File: config.mk
export PLATFORM = sky130hd
export DESIGN_NAME = if_fetch_unit
export DESIGN_NICKNAME = d
export VERILOG_FILES = /design/src/rtl/if_fetch_unit_pkg.sv /design/src/rtl/if_fetch_unit_inst_hold_buf.sv /design/src/rtl/if_fetch_unit.sv
export SDC_FILE = /design/constraint.sdc
export NUM_CORES = 1
export LEC_CHECK = 0
export ABC_CLOCK_PERIOD_IN_PS = 2060
export BUFFER_PORTS_ARGS = -buffer_cell sky130_fd_sc_hd__clkbuf_2
export CAP_MARGIN = 10
export CORE_MARGIN = 2
export CORE_UTILIZATION = 25
export CTS_CLUSTER_DIAMETER = 150
export DETAILED_ROUTE_END_ITERATION = 12
export PLACE_DENSITY_LB_ADDON = 0.05
export SLEW_MARGIN = 30
export SYNTH_ARGS = -nofsm -noshare
export SYNTH_HDL_FRONTEND = slang
export SYNTH_SLANG_ARGS = --single-unit
File: constraint.sdc
create_clock -name clk -period 2.06 [get_ports clk]
set_input_delay 0.412 -clock clk [delete_from_list [all_inputs] [get_ports clk]]
set_output_delay 0.412 -clock clk [all_outputs]
set_load 0.005 [all_outputs]
File: src/rtl/if_fetch_unit_pkg.sv
// Core-wide constants shared by fetch, decode and exception logic.
package if_fetch_unit_pkg;

  localparam logic [31:0] ResetPc      = 32'hbfc0_0000;
  localparam logic [31:0] ExcVecBev    = 32'hbfc0_0380;
  localparam logic [31:0] ExcVecNormal = 32'h8000_0180;
  localparam logic [31:0] NopInst      = 32'h0000_0000;

  function automatic logic pc_misaligned(input logic [31:0] pc);
    return |pc[1:0];
  endfunction

endpackage

File: src/rtl/if_fetch_unit_inst_hold_buf.sv
// One-entry skid register for an SRAM read word, plus the decode-side output mux.
module inst_hold_buf
  import if_fetch_unit_pkg::*;
#(
  parameter logic [31:0] NOP_INST = NopInst
) (
  input  logic        clk,
  input  logic        resetn,
  input  logic        capture_i,
  input  logic        sel_hold_i,
  input  logic        kill_i,
  input  logic [31:0] rdata_i,
  output logic [31:0] inst_o
);

  logic [31:0] hold_q;

  always_ff @(posedge clk or negedge resetn) begin
    if (!resetn) begin
      hold_q <= '0;
    end else if (capture_i) begin
      hold_q <= rdata_i;
    end
  end

  always_comb begin
    inst_o = rdata_i;
    if (kill_i) begin
      inst_o = NOP_INST;
    end else if (sel_hold_i) begin
      inst_o = hold_q;
    end
  end

endmodule

File: src/rtl/if_fetch_unit.sv
// Instruction-fetch stage: fetch PC, synchronous I-SRAM interface and a
// stall-absorbing hold buffer in front of decode.
module if_fetch_unit
  import if_fetch_unit_pkg::*;
#(
  parameter logic [31:0] RESET_PC = ResetPc,
  parameter logic [31:0] NOP_INST = NopInst
) (
  input  logic        clk,
  input  logic        resetn,
  input  logic        stall_i,
  input  logic        flush_i,
  input  logic [31:0] flush_pc_i,
  input  logic [31:0] pc_next_i,
  output logic [31:0] pc_f_o,
  output logic        inst_sram_en,
  output logic [3:0]  inst_sram_wen,
  output logic [31:0] inst_sram_addr,
  output logic [31:0] inst_sram_wdata,
  input  logic [31:0] inst_sram_rdata,
  output logic [31:0] pc_d_o,
  output logic [31:0] inst_d_o,
  output logic        valid_d_o,
  output logic        adel_d_o
);

  typedef enum logic {StStream, StHold} fetch_state_e;

  fetch_state_e state_q;
  logic [31:0]  pc_f_q, pc_d_q;
  logic         valid_d_q, adel_d_q;
  logic         capture;

  // Buffer the decode word only when a real instruction is about to be
  // lost to the SRAM re-reading pc_f during the stall.
  assign capture = (state_q == StStream) & stall_i & valid_d_q & ~flush_i;

  always_ff @(posedge clk or negedge resetn) begin
    if (!resetn) begin
      state_q   <= StStream;
      pc_f_q    <= RESET_PC;
      pc_d_q    <= '0;
      valid_d_q <= 1'b0;
      adel_d_q  <= 1'b0;
    end else if (flush_i) begin
      state_q   <= StStream;
      pc_f_q    <= flush_pc_i;
      valid_d_q <= 1'b0;
      adel_d_q  <= 1'b0;
    end else if (stall_i) begin
      if (capture) begin
        state_q <= StHold;
      end
    end else begin
      state_q   <= StStream;
      pc_f_q    <= pc_next_i;
      pc_d_q    <= pc_f_q;
      valid_d_q <= 1'b1;
      adel_d_q  <= pc_misaligned(pc_f_q);
    end
  end

  inst_hold_buf #(
    .NOP_INST (NOP_INST)
  ) u_hold_buf (
    .clk        (clk),
    .resetn     (resetn),
    .capture_i  (capture),
    .sel_hold_i (state_q == StHold),
    .kill_i     (~valid_d_q | adel_d_q),
    .rdata_i    (inst_sram_rdata),
    .inst_o     (inst_d_o)
  );

  assign pc_f_o          = pc_f_q;
  assign inst_sram_addr  = pc_f_q;
  assign inst_sram_en    = resetn & ~pc_misaligned(pc_f_q);
  assign inst_sram_wen   = 4'b0000;
  assign inst_sram_wdata = '0;
  assign pc_d_o          = pc_d_q;
  assign valid_d_o       = valid_d_q;
  assign adel_d_o        = adel_d_q;

endmodule

==> impl_metrics.toml, run 1 <==
[finish]
area_growth_pct = 27.6
drive_gt1_share_pct = 53.1
fin_nets = 722
final_util_pct = 32.4
nFillCells = 2138
diodes = 0

[timing]
final.setup.worst_slack_ns = 0.134
maxSlewViolCount = 0
finalHoldViolations = 0
fmaxAchievable_ghz = 0.519
finalSetupViolCount = 0
holdWs_ns = 0.129
slew_headroom_pct = 57.8
setup_tns_ns = 0
period_share_pct = 93.5
max_slew.worst_pin.slew_ns = 0.633
rsz0062_at_grt = "no"
post-route-min-period_ns = 1.93
skew_ns = 0.00563

[global_route]
first_global_vias = 3581
grt-ovfl-total = 0
grt_max_degree = 100
grtUsageTotal_pct = 12.1
antenna_found_initial = 0
grt_pass1_wl_um = 20200

[synth]
yosysUniqueCellTypes = 22
ys_seq_area_share_pct = 48.7
ys_async_sr_fraction_pct = 100
syn-instance-count = 428
ys_seq_elements = 99
synth_top_area_share_pct = 44.0
yosysTopAreaCell = "dfrtp_1"
netlist_area_um2 = 5110
avgSynthCellArea_um2 = 12.0
synth_most_common_cell = "dfrtp_1"
synthFlopType = "dfrtp_1"
synth_top_cells_by_area = "dfrtp_1 44%, mux2i_1 13%, buf_4 11%"
synth-edff-count = 0
ys_warn_count = 0
synth_commonest_cells = "90 x dfrtp_1, 72 x buf_4, 64 x mux2i_1"

[clock_network]
clk_pin_slew_ns = 0.07
clock_latency_ns = 0.35
clock_sink_count = 99
ctsHtreeMaxLevel = 3
cts_setup_buffers = 0
holdBufCountCts = 0
post_cts_resized = 0
root_buffer = "clkbuf_16"
cts_buffer_depth = 2
tritoncts = "yes"
cts_inserted_buffers = 9

[critical_path]
path_max_fanout = 13
worstSetupPathType = "flop to primary output"
critPathLaunchType = "flop"
worst_ep_required_time_ns = 1.65
crit_arrival_ns = 1.51
end_kind = "primary output"

[routing]
wl_per_cell_um = 14.8
drt_iter0_drc = 76
dr.pass1.iters = 3
wirelength_um = 13300
vias_per_cell = 4.04
drc = 0
vias = 3621
ant_nets = 0

[power]
p_leak_uw = 0.00330
power_density_nw_per_um2 = 831
vdd_drop_max_v = 0.000369

[die]
die_area_um2 = 21600
die_h_um = 147
fp.dieW_um = 147
num_io_pins = 267
coreArea_um2 = 20200
num_rows = 52
start_util_pct = 25.4

[status]
status = "completed"

[placed_design]
place_ws_ns = 0.334
hpwl_um = 9610
io_buffers = 230
gp_congestion = 0.769

[worst_hold_path]
hold_path.class = "primary input to asynchronous set/reset pin"

[job]
maxCapViolCount = 0
## worst paths after layout
path / startpoint / to / slack (ns) / cells after the start
max: state_q / inst_d_o[21] / 0.13 / 4
min: resetn / inst_sram_addr[9] / 0.13 / 2
max reg2reg: state_q / u_hold_buf.hold_q[0] / 0.51 / 3
min reg2reg: pc_d_o[3] / pc_d_o[3] / 0.51 / 1
max in group asynchronous: resetn / u_hold_buf.hold_q[21] / 1.46 / 2
min in group clk: flush_pc_i[27] / inst_sram_addr[27] / 0.26 / 3
## cells by family (layout without fill, tap and decap cells)
logic type,count (synthesis),after routing,synth area share (%)
multiplexers,128,128,28.8
AO/OA/AOI/OAI,33,33,3.23
AND/OR/NAND/NOR,73,73,5.77
buffers and inverters,94,258,13.5
flip-flops,99,99,48.7
other,1,36,0.0733
## stage by stage
| step | total power [uW] | cells | instance area (um^2) |
|---|---|---|---|
| final | 5420 | 897 | 6530 |
| after global routing | 5760 | 897 | 6530 |
| after CTS | 5540 | 897 | 6520 |
| after detailed placement | 3690 | 881 | 6210 |
| after global placement | 3680 | 881 | 6210 |
| after floorplan | 3230 | 463 | 5250 |
## metal layers
metal / GRT usage [%] / routed length, um / part of all wire (%)
met3: 4.04 / 1120 / 8.4
met5: 0 / 0 / 0
met1: 15.8 / 5880 / 44
met4: 4.95 / 247 / 1.9
met2: 18.4 / 6040 / 45
## state kept, by name, indices dropped and copies added, names as in the netlist
signal / cells
inst_sram_addr: 32
pc_d_o: 32
adel_d_o: 1
valid_d_o: 1
u_hold_buf.hold_q: 32
state_q: 1
## worst max-delay path, stage by stage, from the launching register on
cell and delay [ns]:
dfrtp_2 0.41, buf_4 0.27, mux2i_1 0.30, nor2_1 0.07
clkbuf_2 0.12
## cell usage in the layout (no fill, tap or decap)
cell type / count
a21oi_1: 1
buf_12: 4
buf_4: 7
buf_6: 1
bufinv_16: 1
clkbuf_16: 9
clkbuf_2: 229
clkinv_4: 3
clkinvlp_4: 1
conb_1: 36
dfrtp_1: 89
dfrtp_2: 1
dfstp_2: 9
inv_1: 1
inv_8: 2
mux2_2: 34
mux2_4: 30
mux2i_1: 64
nand2_1: 32
nand2b_1: 1
nor2_1: 33
nor2_4: 1
nor2b_1: 1
nor3_1: 2
nor3b_1: 2
nor4bb_4: 1
o21ai_0: 32
## power by group
part	internal, uW	switching, uW	leakage [uW]	total [uW]
combinational	654	473	0.00197	1130
sequential	2290	216	0.00118	2500
clock	967	824	0.000150	1790
## layout make-up
type                       count  area (um^2)  share of cell area [%]
inverter                       1         3.75                  0.0575
timing repair buffer         241         1290                    19.8
tap                          270          338                    5.18
clock inverter                 7         86.3                    1.32
multi-input combinational    270         2090                    32.1
sequential                    99         2490                    38.2
clock buffer                   9          225                    3.45
(Power assumes the default switching activity.)
==> run 2, diff against run 1 <==
BUFFER_PORTS_ARGS = -buffer_cell sky130_fd_sc_hd__buf_4   (was -buffer_cell sky130_fd_sc_hd__clkbuf_2)
==> run 2 against run 1 <==
Against the previous run: critical path depth unchanged; register-to-register slack got worse by 0.20 ns; first-iteration DRC count increased by 66%; global-route usage increased by 0.98 points; worst hold slack improved by 0.033 ns; count of clock-buffer cells in the layout increased by 1; sequential power about the same; total power increased by 5.7%; cell count decreased by 0.22%; worst setup slack improved by 0.018 ns; clock skew about the same; design area increased by 8.7%; critical endpoint is now inst_d_o[19].
==> impl_metrics.toml, run 2 (synthesis results as in run 1) <==
[placed_design]
dpl_cell_area_um2 = 6750
gp_congestion = 0.733
hpwl_um = 9590
io_buffers = 230
place_inst = 877

[power]
p_leak_uw = 0.00345
vdd_drop_max_v = 0.000423
power_density_nw_per_um2 = 808
total_power_uw = 5730

[clock_network]
tritoncts = "yes"
ctsHtreeMaxLevel = 3
clock_sink_count = 99
clk_pin_slew_ns = 0.07
root_buffer = "clkbuf_16"
cts_inserted_buffers = 9
clock_latency_ns = 0.36
cts_buffer_depth = 2

[global_route]
grt_max_degree = 100
grt-ovfl-total = 0
first_global_vias = 3781
grt_pass1_wl_um = 21800
grtUsageTotal_pct = 13.1
antenna_found_initial = 2

[critical_path]
r2r-start = "state_q"
critPathLaunchType = "flop"
worst_ep_required_time_ns = 1.65
end_kind = "primary output"
crit_path_start = "valid_d_o"
reg2reg_slack_ns = 0.31
path_max_fanout = 32
worstSetupPathType = "flop to primary output"
crit_arrival_ns = 1.50

[job]
maxCapViolCount = 0

[timing]
setup_tns_ns = 0
post-route-min-period_ns = 1.91
slew_headroom_pct = 59.7
maxSlewViolCount = 0
skew_ns = 0.00602
finalSetupViolCount = 0
rsz0062_at_grt = "no"
max_slew.worst_pin.slew_ns = 0.604
fmaxAchievable_ghz = 0.524
period_share_pct = 92.6
finalHoldViolations = 0

[finish]
nFillCells = 2088
multiInputGateArea_um2 = 2090
final_common_cell = "buf_4"
drive_gt1_share_pct = 52.9
layout.cells.non_filler = 895
final_util_pct = 35.2
final_cell_mix = "234 x buf_4, 89 x dfrtp_1, 64 x mux2i_1, 36 x conb_1, 34 x mux2_2"
regArea_um2 = 2490
fin_nets = 719
fin_area_um2 = 7100
area_growth_pct = 38.7

[routing]
vias_per_cell = 4.00
wirelength_um = 14000
dr.pass1.iters = 4
drt_iter0_drc = 126
vias = 3579
ant_nets = 0
drc = 0
wl_per_cell_um = 15.6

[die]
num_rows = 52
start_util_pct = 25.4
num_io_pins = 267
fp.dieW_um = 147
die_h_um = 147
die_area_um2 = 21600
coreArea_um2 = 20200

[status]
status = "completed"

[worst_hold_path]
hold_path.class = "primary input to asynchronous set/reset pin"
-- run 2: changes by cell type in the layout (fill, tap and decap cells not counted) --
cell / delta
clkbuf_8: +1
inv_6: +2
clkinv_4: -2
buf_4: +227
buf_6: -1
inv_8: -2
clkbuf_2: -229
bufinv_16: +1
diode_2: +1
-- run 2: worst paths after layout --
check                                         to  cells after the start
setup / recovery                    inst_d_o[19]                      4
hold / removal                         pc_d_o[9]                      2
setup reg to reg           u_hold_buf.hold_q[31]                      4
hold reg to reg            u_hold_buf.hold_q[31]                      1
max in group asynchronous  u_hold_buf.hold_q[22]                      2
min in group clk              inst_sram_addr[10]                      3
-- run 2: layer usage --
layer / up-vias / part of all wire, % / track usage (%)
li1: 1722 / - / -
met2: 159 / 46 / 20.2
met1: 1682 / 43 / 16.2
met4: 0 / 1.6 / 3.85
met5: - / 0 / 0
met3: 16 / 9.4 / 6.43
-- run 2: layout make-up --
type	instances	area share, %
Inverter	1	0.0529
Sequential cell	99	35.1
Clock inverter	6	1.32
Multi-Input combinational cell	270	29.5
Tap cell	270	4.76
Antenna cell	1	0.0353
Clock buffer	10	3.37
Timing Repair Buffer	238	25.9
-- run 2: repair_timing --
item	CTS	global route
hold buffers	0	0
buffers inserted	1	0
endpoints found under the setup margin	8	0
resized for setup	0	0
-- run 2: where the power goes --
group	switching, uW	internal (uW)	leakage [uW]
clock network	799	1110	0.000160
registers	217	2290	0.00118
logic	472	844	0.00211
-- run 2: critical path, cell delays in order, from the launching register on --
cell	delay, ns
dfrtp_1	0.43
nand2b_1	0.09
buf_4	0.33
nor2_1	0.13
buf_4	0.16
-- run 2: stage by stage --
stage | hold slack, ns | setup slack (ns)
finish | 0.162 | 0.152
global placement | 0.493 | 0.281
CTS | 0.194 | 0.0903
floorplan | 0.116 | 0.565
detailed placement | 0.493 | 0.262
global route | 0.224 | 0.0320
